`src/rtl/mem_arbiter_pkg.sv`:
```
// Shared types and constants for the cache-to-RAM arbiter.
package mem_arbiter_pkg;

  typedef logic [31:0] word_t;

  typedef enum logic [1:0] {
    FREE   = 2'd0,
    BUSY   = 2'd1,
    ACCESS = 2'd2,
    ERROR  = 2'd3
  } ramstate_t;

  typedef enum logic [1:0] {
    IDLE,
    REQ,
    RESP
  } arb_state_t;

  typedef enum logic [1:0] {
    IREAD,
    DREAD,
    DWRITE
  } arb_req_t;

  localparam word_t ARB_ERR_WORD = 32'hBAD1BAD1;

  // Within one CPU a write beats a data read, which beats an instruction fetch.
  function automatic arb_req_t pick_type(input logic dr, input logic dw);
    if (dw)      return DWRITE;
    else if (dr) return DREAD;
    else         return IREAD;
  endfunction

endpackage

```
`src/rtl/mem_arbiter_if.sv`:
```
// Cache-side and RAM-side bundle served by mem_arbiter.
interface mem_arbiter_if #(
  parameter int unsigned CPUS = 2
);
  import mem_arbiter_pkg::*;

  logic [CPUS-1:0]    iREN;
  logic [CPUS*32-1:0] iaddr;
  logic [CPUS-1:0]    dREN;
  logic [CPUS-1:0]    dWEN;
  logic [CPUS*32-1:0] daddr;
  logic [CPUS*32-1:0] dstore;
  logic [CPUS-1:0]    iwait;
  logic [CPUS-1:0]    dwait;
  logic [CPUS*32-1:0] iload;
  logic [CPUS*32-1:0] dload;
  logic               ramREN;
  logic               ramWEN;
  word_t              ramaddr;
  word_t              ramstore;
  word_t              ramload;
  ramstate_t          ramstate;

  modport slave (
    input  iREN, iaddr, dREN, dWEN, daddr, dstore, ramload, ramstate,
    output iwait, dwait, iload, dload, ramREN, ramWEN, ramaddr, ramstore
  );

  modport master (
    output iREN, iaddr, dREN, dWEN, daddr, dstore, ramload, ramstate,
    input  iwait, dwait, iload, dload, ramREN, ramWEN, ramaddr, ramstore
  );

endinterface

```
`src/rtl/mem_arbiter_rr_select.sv`:
```
// Round-robin picker: first requesting CPU at or after i_ptr, wrapping.
module rr_select #(
  parameter int unsigned CPUS = 2,
  parameter int unsigned IW   = 1
) (
  input  logic [CPUS-1:0] i_req,
  input  logic [IW-1:0]   i_ptr,
  output logic [IW-1:0]   o_idx,
  output logic            o_valid
);

  logic [2*CPUS-1:0] w_rot;

  // Rotating the doubled vector puts the scan start at bit 0.
  assign w_rot = {i_req, i_req} >> i_ptr;

  always_comb begin
    o_idx   = '0;
    o_valid = 1'b0;
    for (int unsigned k = 0; k < CPUS; k++) begin
      if (!o_valid && w_rot[k]) begin
        o_valid = 1'b1;
        o_idx   = IW'((32'(i_ptr) + k) % CPUS);
      end
    end
  end

endmodule

```
`src/rtl/mem_arbiter.sv`:
```
// Serialises per-CPU I/D cache requests onto one RAM port.
// Optional REQ-state timeout enabled by defining MEM_ARB_TIMEOUT_EN.
module mem_arbiter
  import mem_arbiter_pkg::*;
#(
  parameter int unsigned CPUS    = 2,
  parameter int unsigned TIMEOUT = 255
) (
  input  logic          CLK,
  input  logic          RST,
  mem_arbiter_if.slave  bus,
  output logic          arb_err
);

  localparam int unsigned IW = (CPUS > 1) ? $clog2(CPUS) : 1;

  arb_state_t      r_state;
  arb_req_t        r_type;
  logic [IW-1:0]   r_cpu;
  logic [IW-1:0]   r_rr_ptr;
  logic [CPUS-1:0] r_iwait;
  logic [CPUS-1:0] r_dwait;
  word_t           r_iload [CPUS];
  word_t           r_dload [CPUS];
  logic            r_ren;
  logic            r_wen;
  word_t           r_ramaddr;
  word_t           r_ramstore;
  logic            r_err;
`ifdef MEM_ARB_TIMEOUT_EN
  logic [7:0]      r_tmo;
`endif

  word_t           w_iaddr  [CPUS];
  word_t           w_daddr  [CPUS];
  word_t           w_dstore [CPUS];
  logic [CPUS-1:0] w_req;
  logic [IW-1:0]   w_idx;
  logic            w_valid;
  arb_req_t        w_type;
  logic            w_done;
  logic            w_fail;
  word_t           w_rdata;

  for (genvar g = 0; g < CPUS; g++) begin : g_lane
    assign w_iaddr[g]             = bus.iaddr[g*32 +: 32];
    assign w_daddr[g]             = bus.daddr[g*32 +: 32];
    assign w_dstore[g]            = bus.dstore[g*32 +: 32];
    assign bus.iload[g*32 +: 32]  = r_iload[g];
    assign bus.dload[g*32 +: 32]  = r_dload[g];
  end

  assign w_req        = bus.iREN | bus.dREN | bus.dWEN;
  assign w_type       = pick_type(bus.dREN[w_idx], bus.dWEN[w_idx]);
  assign bus.iwait    = r_iwait;
  assign bus.dwait    = r_dwait;
  assign bus.ramREN   = r_ren;
  assign bus.ramWEN   = r_wen;
  assign bus.ramaddr  = r_ramaddr;
  assign bus.ramstore = r_ramstore;
  assign arb_err      = r_err;

  rr_select #(
    .CPUS (CPUS),
    .IW   (IW)
  ) u_rr_select (
    .i_req   (w_req),
    .i_ptr   (r_rr_ptr),
    .o_idx   (w_idx),
    .o_valid (w_valid)
  );

  // Completion decode for the REQ state; errors and timeouts both return a fixed word.
  always_comb begin
    w_done  = 1'b0;
    w_fail  = 1'b0;
    w_rdata = bus.ramload;
    case (bus.ramstate)
      ACCESS: w_done = 1'b1;
      ERROR: begin
        w_done  = 1'b1;
        w_fail  = 1'b1;
        w_rdata = '0;
      end
      default: ;
    endcase
`ifdef MEM_ARB_TIMEOUT_EN
    if (!w_done && r_tmo == 8'(TIMEOUT - 1)) begin
      w_done  = 1'b1;
      w_fail  = 1'b1;
      w_rdata = ARB_ERR_WORD;
    end
`endif
  end

  always_ff @(posedge CLK or posedge RST) begin
    if (RST) begin
      r_state    <= IDLE;
      r_type     <= IREAD;
      r_cpu      <= '0;
      r_rr_ptr   <= '0;
      r_iwait    <= '1;
      r_dwait    <= '1;
      r_ren      <= 1'b0;
      r_wen      <= 1'b0;
      r_ramaddr  <= '0;
      r_ramstore <= '0;
      r_err      <= 1'b0;
`ifdef MEM_ARB_TIMEOUT_EN
      r_tmo      <= '0;
`endif
      for (int unsigned c = 0; c < CPUS; c++) begin
        r_iload[c] <= '0;
        r_dload[c] <= '0;
      end
    end else begin
      case (r_state)
        IDLE: begin
          if (w_valid) begin
            r_cpu      <= w_idx;
            r_type     <= w_type;
            r_ramaddr  <= (w_type == IREAD) ? w_iaddr[w_idx] : w_daddr[w_idx];
            r_ramstore <= w_dstore[w_idx];
            r_ren      <= (w_type != DWRITE);
            r_wen      <= (w_type == DWRITE);
`ifdef MEM_ARB_TIMEOUT_EN
            r_tmo      <= '0;
`endif
            r_state    <= REQ;
          end
        end
        REQ: begin
`ifdef MEM_ARB_TIMEOUT_EN
          r_tmo <= r_tmo + 8'd1;
`endif
          if (w_done) begin
            r_ren   <= 1'b0;
            r_wen   <= 1'b0;
            r_state <= RESP;
            if (w_fail) r_err <= 1'b1;
            if (r_type == IREAD) begin
              r_iload[r_cpu] <= w_rdata;
              r_iwait[r_cpu] <= 1'b0;
            end else begin
              r_dwait[r_cpu] <= 1'b0;
              if (r_type == DREAD) r_dload[r_cpu] <= w_rdata;
            end
          end
        end
        RESP: begin
          r_iwait  <= '1;
          r_dwait  <= '1;
          r_rr_ptr <= (r_cpu == IW'(CPUS - 1)) ? '0 : r_cpu + 1'b1;
          r_state  <= IDLE;
        end
        default: r_state <= IDLE;
      endcase
    end
  end

endmodule

```
`src/flat_wrapper.sv`:
```
// flat-port wrapper written by rule: the top's interface ports become plain ports
module mem_arbiter_flat import mem_arbiter_pkg::*;
#(
  parameter int unsigned CPUS    = 2,
  parameter int unsigned TIMEOUT = 255
)
  (CLK, RST, arb_err, bus_iREN, bus_iaddr, bus_dREN, bus_dWEN, bus_daddr, bus_dstore, bus_ramload, bus_ramstate, bus_iwait, bus_dwait, bus_iload, bus_dload, bus_ramREN, bus_ramWEN, bus_ramaddr, bus_ramstore);
  mem_arbiter_if #(.CPUS(CPUS)) bus_i ();
  input  logic CLK;
  input  logic RST;
  output logic arb_err;
  input wire logic [$bits(bus_i.iREN)-1:0] bus_iREN;
  input wire logic [$bits(bus_i.iaddr)-1:0] bus_iaddr;
  input wire logic [$bits(bus_i.dREN)-1:0] bus_dREN;
  input wire logic [$bits(bus_i.dWEN)-1:0] bus_dWEN;
  input wire logic [$bits(bus_i.daddr)-1:0] bus_daddr;
  input wire logic [$bits(bus_i.dstore)-1:0] bus_dstore;
  input wire logic [$bits(bus_i.ramload)-1:0] bus_ramload;
  input wire logic [$bits(bus_i.ramstate)-1:0] bus_ramstate;
  output wire logic [$bits(bus_i.iwait)-1:0] bus_iwait;
  output wire logic [$bits(bus_i.dwait)-1:0] bus_dwait;
  output wire logic [$bits(bus_i.iload)-1:0] bus_iload;
  output wire logic [$bits(bus_i.dload)-1:0] bus_dload;
  output wire logic [$bits(bus_i.ramREN)-1:0] bus_ramREN;
  output wire logic [$bits(bus_i.ramWEN)-1:0] bus_ramWEN;
  output wire logic [$bits(bus_i.ramaddr)-1:0] bus_ramaddr;
  output wire logic [$bits(bus_i.ramstore)-1:0] bus_ramstore;
  assign bus_i.iREN = bus_iREN;
  assign bus_i.iaddr = bus_iaddr;
  assign bus_i.dREN = bus_dREN;
  assign bus_i.dWEN = bus_dWEN;
  assign bus_i.daddr = bus_daddr;
  assign bus_i.dstore = bus_dstore;
  assign bus_i.ramload = bus_ramload;
  assign bus_i.ramstate = bus_ramstate;
  assign bus_iwait = bus_i.iwait;
  assign bus_dwait = bus_i.dwait;
  assign bus_iload = bus_i.iload;
  assign bus_dload = bus_i.dload;
  assign bus_ramREN = bus_i.ramREN;
  assign bus_ramWEN = bus_i.ramWEN;
  assign bus_ramaddr = bus_i.ramaddr;
  assign bus_ramstore = bus_i.ramstore;
  mem_arbiter #(.CPUS(CPUS), .TIMEOUT(TIMEOUT)) u_core (.CLK(CLK), .RST(RST), .bus(bus_i), .arb_err(arb_err));
endmodule
```
`config.mk`:
```
export PLATFORM = sky130hd
export DESIGN_NAME = mem_arbiter_flat
export DESIGN_NICKNAME = d
export VERILOG_FILES = /design/src/rtl/mem_arbiter_pkg.sv /design/src/rtl/mem_arbiter_if.sv /design/src/rtl/mem_arbiter_rr_select.sv /design/src/rtl/mem_arbiter.sv /design/src/flat_wrapper.sv
export SDC_FILE = /design/constraint.sdc
export NUM_CORES = 1
export LEC_CHECK = 0
export CAP_MARGIN = 20
export CORE_MARGIN = 3
export CORE_UTILIZATION = 35
export CTS_BUF_LIST = sky130_fd_sc_hd__clkbuf_4 sky130_fd_sc_hd__clkbuf_8
export DETAILED_ROUTE_END_ITERATION = 8
export GPL_TIMING_DRIVEN = 0
export PLACE_DENSITY_LB_ADDON = 0.15
export SLEW_MARGIN = 20
export SYNTH_ARGS = -nofsm -noshare
export SYNTH_HDL_FRONTEND = slang
export SYNTH_SLANG_ARGS = --single-unit
```
`constraint.sdc`:
```
create_clock -name CLK -period 19.9 [get_ports CLK]
set_input_delay 3.98 -clock CLK [delete_from_list [all_inputs] [get_ports CLK]]
set_output_delay 3.98 -clock CLK [all_outputs]
set_load 0.01 [all_outputs]
```
==> results.md, run 1 <==
* Combinational family with the most area after synthesis: multiplexers
* Final hold slack at 0.457 ns
* Post-Route WL at 30.2 mm
* Ys Warns at 0
* Crit path DAT at 6.21 ns
* HPWL after detailed placement at 23.6 mm
* Die area at 28200 um^2
* Max-cap violation count at 0
* Crit. Startpoint: bus_dWEN[1]
* Post-CTS setup buffer count at 0
* Average cell area after synthesis at 13.3 um^2
* Kind of critical path: in2reg
* Most frequent cells in the layout: clkdlybuf4s50_1 (432), dfrtp_1 (201), mux2_2 (128), mux2i_1 (97), nand2_1 (73)
* Latest clock arrival within the worst-skew pair at 0.50 ns
* P per Cell Area at 136 nW/um^2
* Antenna Nets Post-Route at 0
* First-pass GRT wire length at 45.6 mm
* Root Buffer Master: clkbuf_8
* Post-Syn Nets at 925
* Setup violators final at 0
* Register area at 5130 um^2
* Total negative setup slack at 0 ns
* Leak pwr at 6.61 nW
* Initial core utilization at 36.0%
* Worst Max-Slew Pin Slew at 0.803 ns
* Period utilization at 29.4%
* Pins Over Slew Limit at 0
* CTS sink count at 205
* Final net count at 1399
* Final Hold Vio Count at 0
* Worst EP required at 20.26 ns
* H-tree Lvls at 2
* Fin crit period at 5.85 ns
* Final setup skew at 0.0159 ns
* Fillers at 2187
* Cts hold-fix bufs at 0
* Post-synthesis sequential area ratio at 56.0%
* Critical path fanouts, max at 10
* Synth Area in XOR/XNOR at 0%
* Simple-Gate Fraction of Synth Area at 6.51%
* CP Capture Type: register
* Vias per cell at 4.80
* Area growth, synth to finish at 61.0%
* Longest Clk Path Bufs at 3
* Share of layout cells above drive strength 1 at 22.4%
* Status: complete, no violations
* Routed vias at 7296
* Post-synthesis cell area at 9170 um^2
* Reg-to-reg critical path startpoint: u_core.r_state[1]
* Min-delay src: u_core.bus.iwait[0]
* ANT cells at 0
* Port Buf Inserts at 432
* Drt pass-1 iters at 4
* Die Ht at 168 um
* Post-CTS Resized at 0
* Comb pwr share at 44.8%
* Fmax at 0.171 GHz
* Design area at 14800 um^2
* Core area at 25500 um^2
* Multi-input logic area at 3770 um^2
* Clk slew on worst S/H paths at 0.06 ns
* Post-synthesis compound-gate area fraction at 8.27%
* Sw Ratio at 32.3%
* FF+latch count, synth at 205
* Die Width at 168 um
* NetSw at 0.648 mW
* Antenna violations before repair at 0
* Overall routing resource usage at 20.8%
* Sequential share of power at 34.3%
* Post-Synth Adder-Cell Area at 0%
* Cells after Synth at 691
* Routability congestion estimate at 0.785
* RSZ-0062 raised after global routing: no
* Wirelength per Cell at 19.9 um
* Max-slew headroom at 45.6%
* FP Rows at 58
* Dpl cell area at 14000 um^2
* Startpoint class of the critical path: input pin
* Commonest non-fill, non-tap cell in the layout: clkdlybuf4s50_1
* Post-synthesis mux area share at 26.3%
* Vias in the first global route at 7831
* Pint at 1.36 mW
* Worst Hold Class: reg2reg
* CTS Buf Count at 38
* Drt initial violations at 253
* Max VDD drop at 0.0698 mV
* CTS tree: built
* IO Count at 433
* Clock power share at 20.9%
* Largest net degree at the start of global routing at 98
* GR Overflow Total at 0
* Remaining DRCs at 0
* Netlist cell types at 35
==> synth_stat cells, drive strengths merged <==
master / instances / area, um^2
or2: 1 / 6.26
nand2b: 2 / 12.5
dfrtp: 201 / 5030
or3b: 1 / 8.76
a21o: 1 / 7.51
o311ai: 1 / 8.76
dfstp: 4 / 105
mux2i: 97 / 971
o22a: 1 / 8.76
nand2: 73 / 274
o221ai: 32 / 468
o21a: 1 / 7.51
a21oi: 4 / 20.0
and3: 1 / 6.26
nand3b: 1 / 7.51
nor3: 2 / 10.0
and2: 32 / 200
or3: 2 / 12.5
o31ai: 2 / 15.0
a41o: 1 / 10.0
o21ai: 41 / 205
buf: 36 / 219
or4: 2 / 15.0
or4b: 1 / 10.0
nor2: 5 / 18.8
inv: 4 / 15.0
clkbuf: 10 / 37.5
mux2: 128 / 1440
nand3: 3 / 15.0
a211oi: 1 / 7.51
==> critical path, cell delays in order <==
cell	delay, ns
clkdlybuf4s50_1	0.48
or3_1	0.46
o21ai_0	0.10
buf_2	0.24
buf_2	0.39
mux2i_1	0.39
o221ai_2	0.16
==> state kept, by name (all words and copies together), names as in the netlist <==
signal               flops
u_core.arb_err           1
u_core.bus.dload        64
u_core.bus.dwait         2
u_core.bus.iload        64
u_core.bus.iwait         2
u_core.bus.ramREN        1
u_core.bus.ramWEN        1
u_core.bus.ramaddr      32
u_core.bus.ramstore     32
u_core.r_cpu             1
u_core.r_rr_ptr          1
u_core.r_state           2
u_core.r_type            2
==> routing by layer <==
layer	global-route usage, %	wire (um)	part of all wire, %
met1	24.0	11400	38
met2	37.6	15900	53
met3	5.78	2220	7.3
met4	5.80	674	2.2
met5	0	0	0
==> power groups by stage <==
stage               clock network, mW  registers [mW]  logic (mW)
floorplan                           0           0.767       0.317
global placement                    0           0.690       0.903
detailed placement                  0           0.695       0.912
CTS                             0.432           0.690       0.914
global route                    0.449           0.713       0.956
finish                          0.419           0.689       0.898
==> path summary, 6_finish.rpt <==
path	to	slack, ns	cells after the start
setup / recovery	u_core.bus.ramaddr[29]	14.05	7
hold / removal	u_core.bus.iwait[0]	0.46	2
setup reg to reg	u_core.bus.iload[8]	17.84	5
hold reg to reg	u_core.bus.iwait[0]	0.46	2
max in group asynchronous	u_core.bus.iwait[0]	14.89	4
min in group asynchronous	u_core.bus.ramaddr[28]	3.84	2
==> through the flow <==
step	power (mW)	std cells	util, %	setup WS (ns)
after detailed placement	1.61	1455	54.9	13.56
final	2.01	1520	58.0	14.05
after floorplan	1.08	691	-	10.33
after global placement	1.59	1453	54.6	7.32
after CTS	2.04	1520	58.0	14.05
after global routing	2.12	1520	58.0	13.95
==> layout make-up <==
type / count / share of cell area (%)
plain buffers: 46 / 1.74
clock inverters: 2 / 0.237
inverters: 4 / 0.152
flip-flops and latches: 205 / 34.8
multi-input cells: 436 / 25.5
repair buffers: 434 / 29.7
clock buffers: 63 / 5.15
well taps: 330 / 2.80
==> kinds of logic after synthesis <==
kind of cell,after synthesis
AOI/OAI and AO/OA,85
buffers and inverters,50
muxes,225
and+or+nand+nor,126
DFF,205
(Power assumes the default switching activity.)
==> inputs of run 2 (changes only) <==
Clock period 19.9 ns to 5.95 ns, I/O delays scaled along.
==> results.md, run 2 (same netlist as run 1, synthesis figures left out) <==
* Routability congestion estimate at 0.819 (+4.4%)
* Comb pwr share at 45.4% (+0.6 points)
* Longest Clk Path Bufs at 3 (unchanged)
* Initial core utilization at 36.0% (unchanged)
* Metal3 WL at 2.09 mm (-5.7%)
* Crit path DAT at 3.37 ns (-2.84 ns)
* Setup violators final at 0 (unchanged)
* Min-delay src: u_core.bus.iwait[0]
* P per Cell Area at 446 nW/um^2 (+230%)
* Antenna violations before repair at 5 (+5)
* RSZ-0062 raised after global routing: no
* CP Capture Type: register
* Dpl cell area at 14100 um^2 (+0.64%)
* Leak pwr at 6.61 nW (unchanged)
* Latest clock arrival within the worst-skew pair at 0.51 ns (about the same)
* CTS Buf Count at 35 (-7.9%)
* Critical path fanouts, max at 10 (unchanged)
* Worst Hold Class: reg2reg
* Drt initial violations at 226 (-11%)
* Fillers at 2201 (+0.64%)
* Clock power share at 19.7% (-1.2 points)
* Cts hold-fix bufs at 0 (unchanged)
* Final setup skew at 0.0234 ns (+0.00747 ns)
* Uppermost layer routed: met4
* Pins Over Slew Limit at 0 (unchanged)
* Period utilization at 50.3%
* Die Width at 168 um (unchanged)
* Remaining DRCs at 0 (unchanged)
* Total Power at 6.61 mW (+230%)
* Overall routing resource usage at 20.9% (+0.098 points)
* Area growth, synth to finish at 61.3%
* Max-slew headroom at 47.8% (+2.2 points)
* Core area at 25500 um^2 (unchanged)
* Sequential share of power at 34.9% (+0.6 points)
* Root Buffer Master: clkbuf_8
* Reg-to-reg critical path startpoint: u_core.r_state[1]
* Post-CTS setup buffer count at 0 (unchanged)
* Pint at 4.46 mW (+230%)
* Post-layout util at 58.1% (+0.12 points)
* Wirelength per Cell at 19.9 um (about the same)
* Fin crit period at 2.99 ns
* Fmax at 0.334 GHz
* Max VDD drop at 0.247 mV (+250%)
* Register area at 5130 um^2 (unchanged)
* First-pass GRT wire length at 46.0 mm (+0.95%)
* Crit. Startpoint: bus_dWEN[1]
* Worst EP required at 6.33 ns (-13.93 ns)
* Status: complete, no violations
* Final net count at 1401 (+0.14%)
* Routed vias at 7381 (+1.2%)
* Total negative setup slack at 0 ns (unchanged)
* Post-CTS Resized at 0 (unchanged)
* HPWL after detailed placement at 24.1 mm (+2.3%)
* Die Ht at 168 um (unchanged)
* Share of layout cells above drive strength 1 at 22.3% (-0.065 points)
* NetSw at 2.15 mW (+230%)
* CTS sink count at 205 (unchanged)
* Multi-input logic area at 3770 um^2 (unchanged)
* FP Rows at 58 (unchanged)
* Clk slew on worst S/H paths at 0.06 ns (about the same)
* IO Count at 433 (unchanged)
* Wl on met1 at 11.3 mm (-0.81%)
* Antenna Nets Post-Route at 0 (unchanged)
* Drt pass-1 iters at 4 (unchanged)
* Final Hold Vio Count at 0 (unchanged)
* GR Overflow Total at 0 (unchanged)
* CTS tree: built
* Commonest non-fill, non-tap cell in the layout: clkdlybuf4s50_1
* Startpoint class of the critical path: input pin
* H-tree Lvls at 2 (unchanged)
* Port Buf Inserts at 432 (unchanged)
* Sw Ratio at 32.5% (+0.21 points)
* Vias per cell at 4.84 (+0.90%)
* Max-cap violation count at 0 (unchanged)
* Worst Max-Slew Pin Slew at 0.770 ns (-0.0325 ns)
* Largest net degree at the start of global routing at 34 (-65%)
* Met2 routed WL at 15.8 mm (-0.74%)
* Design area at 14800 um^2 (+0.21%)
* Die area at 28200 um^2 (unchanged)
* Vias in the first global route at 7902 (+0.91%)
* Kind of critical path: in2reg
* Most frequent cells in the layout: clkdlybuf4s50_1 (432), dfrtp_1 (201), mux2_2 (128), mux2i_1 (97), nand2_1 (73)
* Post-Route WL at 30.3 mm (+0.32%)
==> run 2: cell types whose count changed in the layout (fill, tap and decap cells not counted), sizes merged <==
cell      previous run  this run
buf                 38        43
clkinvlp             0         1
clkinv               1         2
diode                0         5
clkbuf              73        67
bufinv               1         0
inv                  4         3
==> run 2: final timing paths <==
| check | slack [ns] | cells after the start | end |
|---|---|---|---|
| max | 2.96 | 7 | u_core.bus.ramaddr[3] |
| min | 0.46 | 2 | u_core.bus.iwait[0] |
| min in group asynchronous | 1.09 | 2 | u_core.bus.ramstore[7] |
| max in group asynchronous | 3.85 | 5 | u_core.bus.iload[29] |
| min reg2reg | 0.46 | 2 | u_core.bus.iwait[0] |
| max reg2reg | 3.85 | 5 | u_core.bus.iload[56] |
==> run 2: power groups by stage <==
stage | clock network, mW | registers [mW] | logic [mW]
final | 1.30 | 2.31 | 3.00
after global routing | 1.40 | 2.39 | 3.20
after CTS | 1.35 | 2.31 | 3.06
after detailed placement | 0 | 2.33 | 3.05
after global placement | 0 | 2.31 | 3.01
after floorplan | 0 | 2.57 | 1.06
==> run 2: worst max-delay path, cell delays in order <==
cell             delay, ns
clkdlybuf4s50_1       0.49
or3_1                 0.45
o21ai_0               0.09
buf_2                 0.22
buf_2                 0.36
mux2i_1               0.41
o221ai_2              0.15
==> run 2: cell type report <==
cell class	instances	area share, %
diodes	5	0.0845
plain buffers	46	1.73
clock buffers	57	4.84
clock inverters	2	0.0676
inverters	4	0.127
multi-input cells	436	25.5
flip-flops and latches	205	34.7
well taps	330	2.79
repair buffers	439	30.2
==> run 2: through the flow <==
stage | hold slack (ns) | cells | worst slack (ns)
after floorplan | 0.462 | 691 | 2.11
after global placement | 0.447 | 1453 | 0.360
after detailed placement | 0.455 | 1460 | 2.42
after CTS | 0.464 | 1519 | 2.97
after global routing | 0.487 | 1524 | 2.80
final | 0.460 | 1524 | 2.96
==> run 2: layer usage <==
layer / GRT usage (%) / vias up
li1: - / 3442
met3: 5.45 / 57
met5: 0 / -
met1: 23.6 / 3581
met2: 37.2 / 301
met4: 8.86 / 0
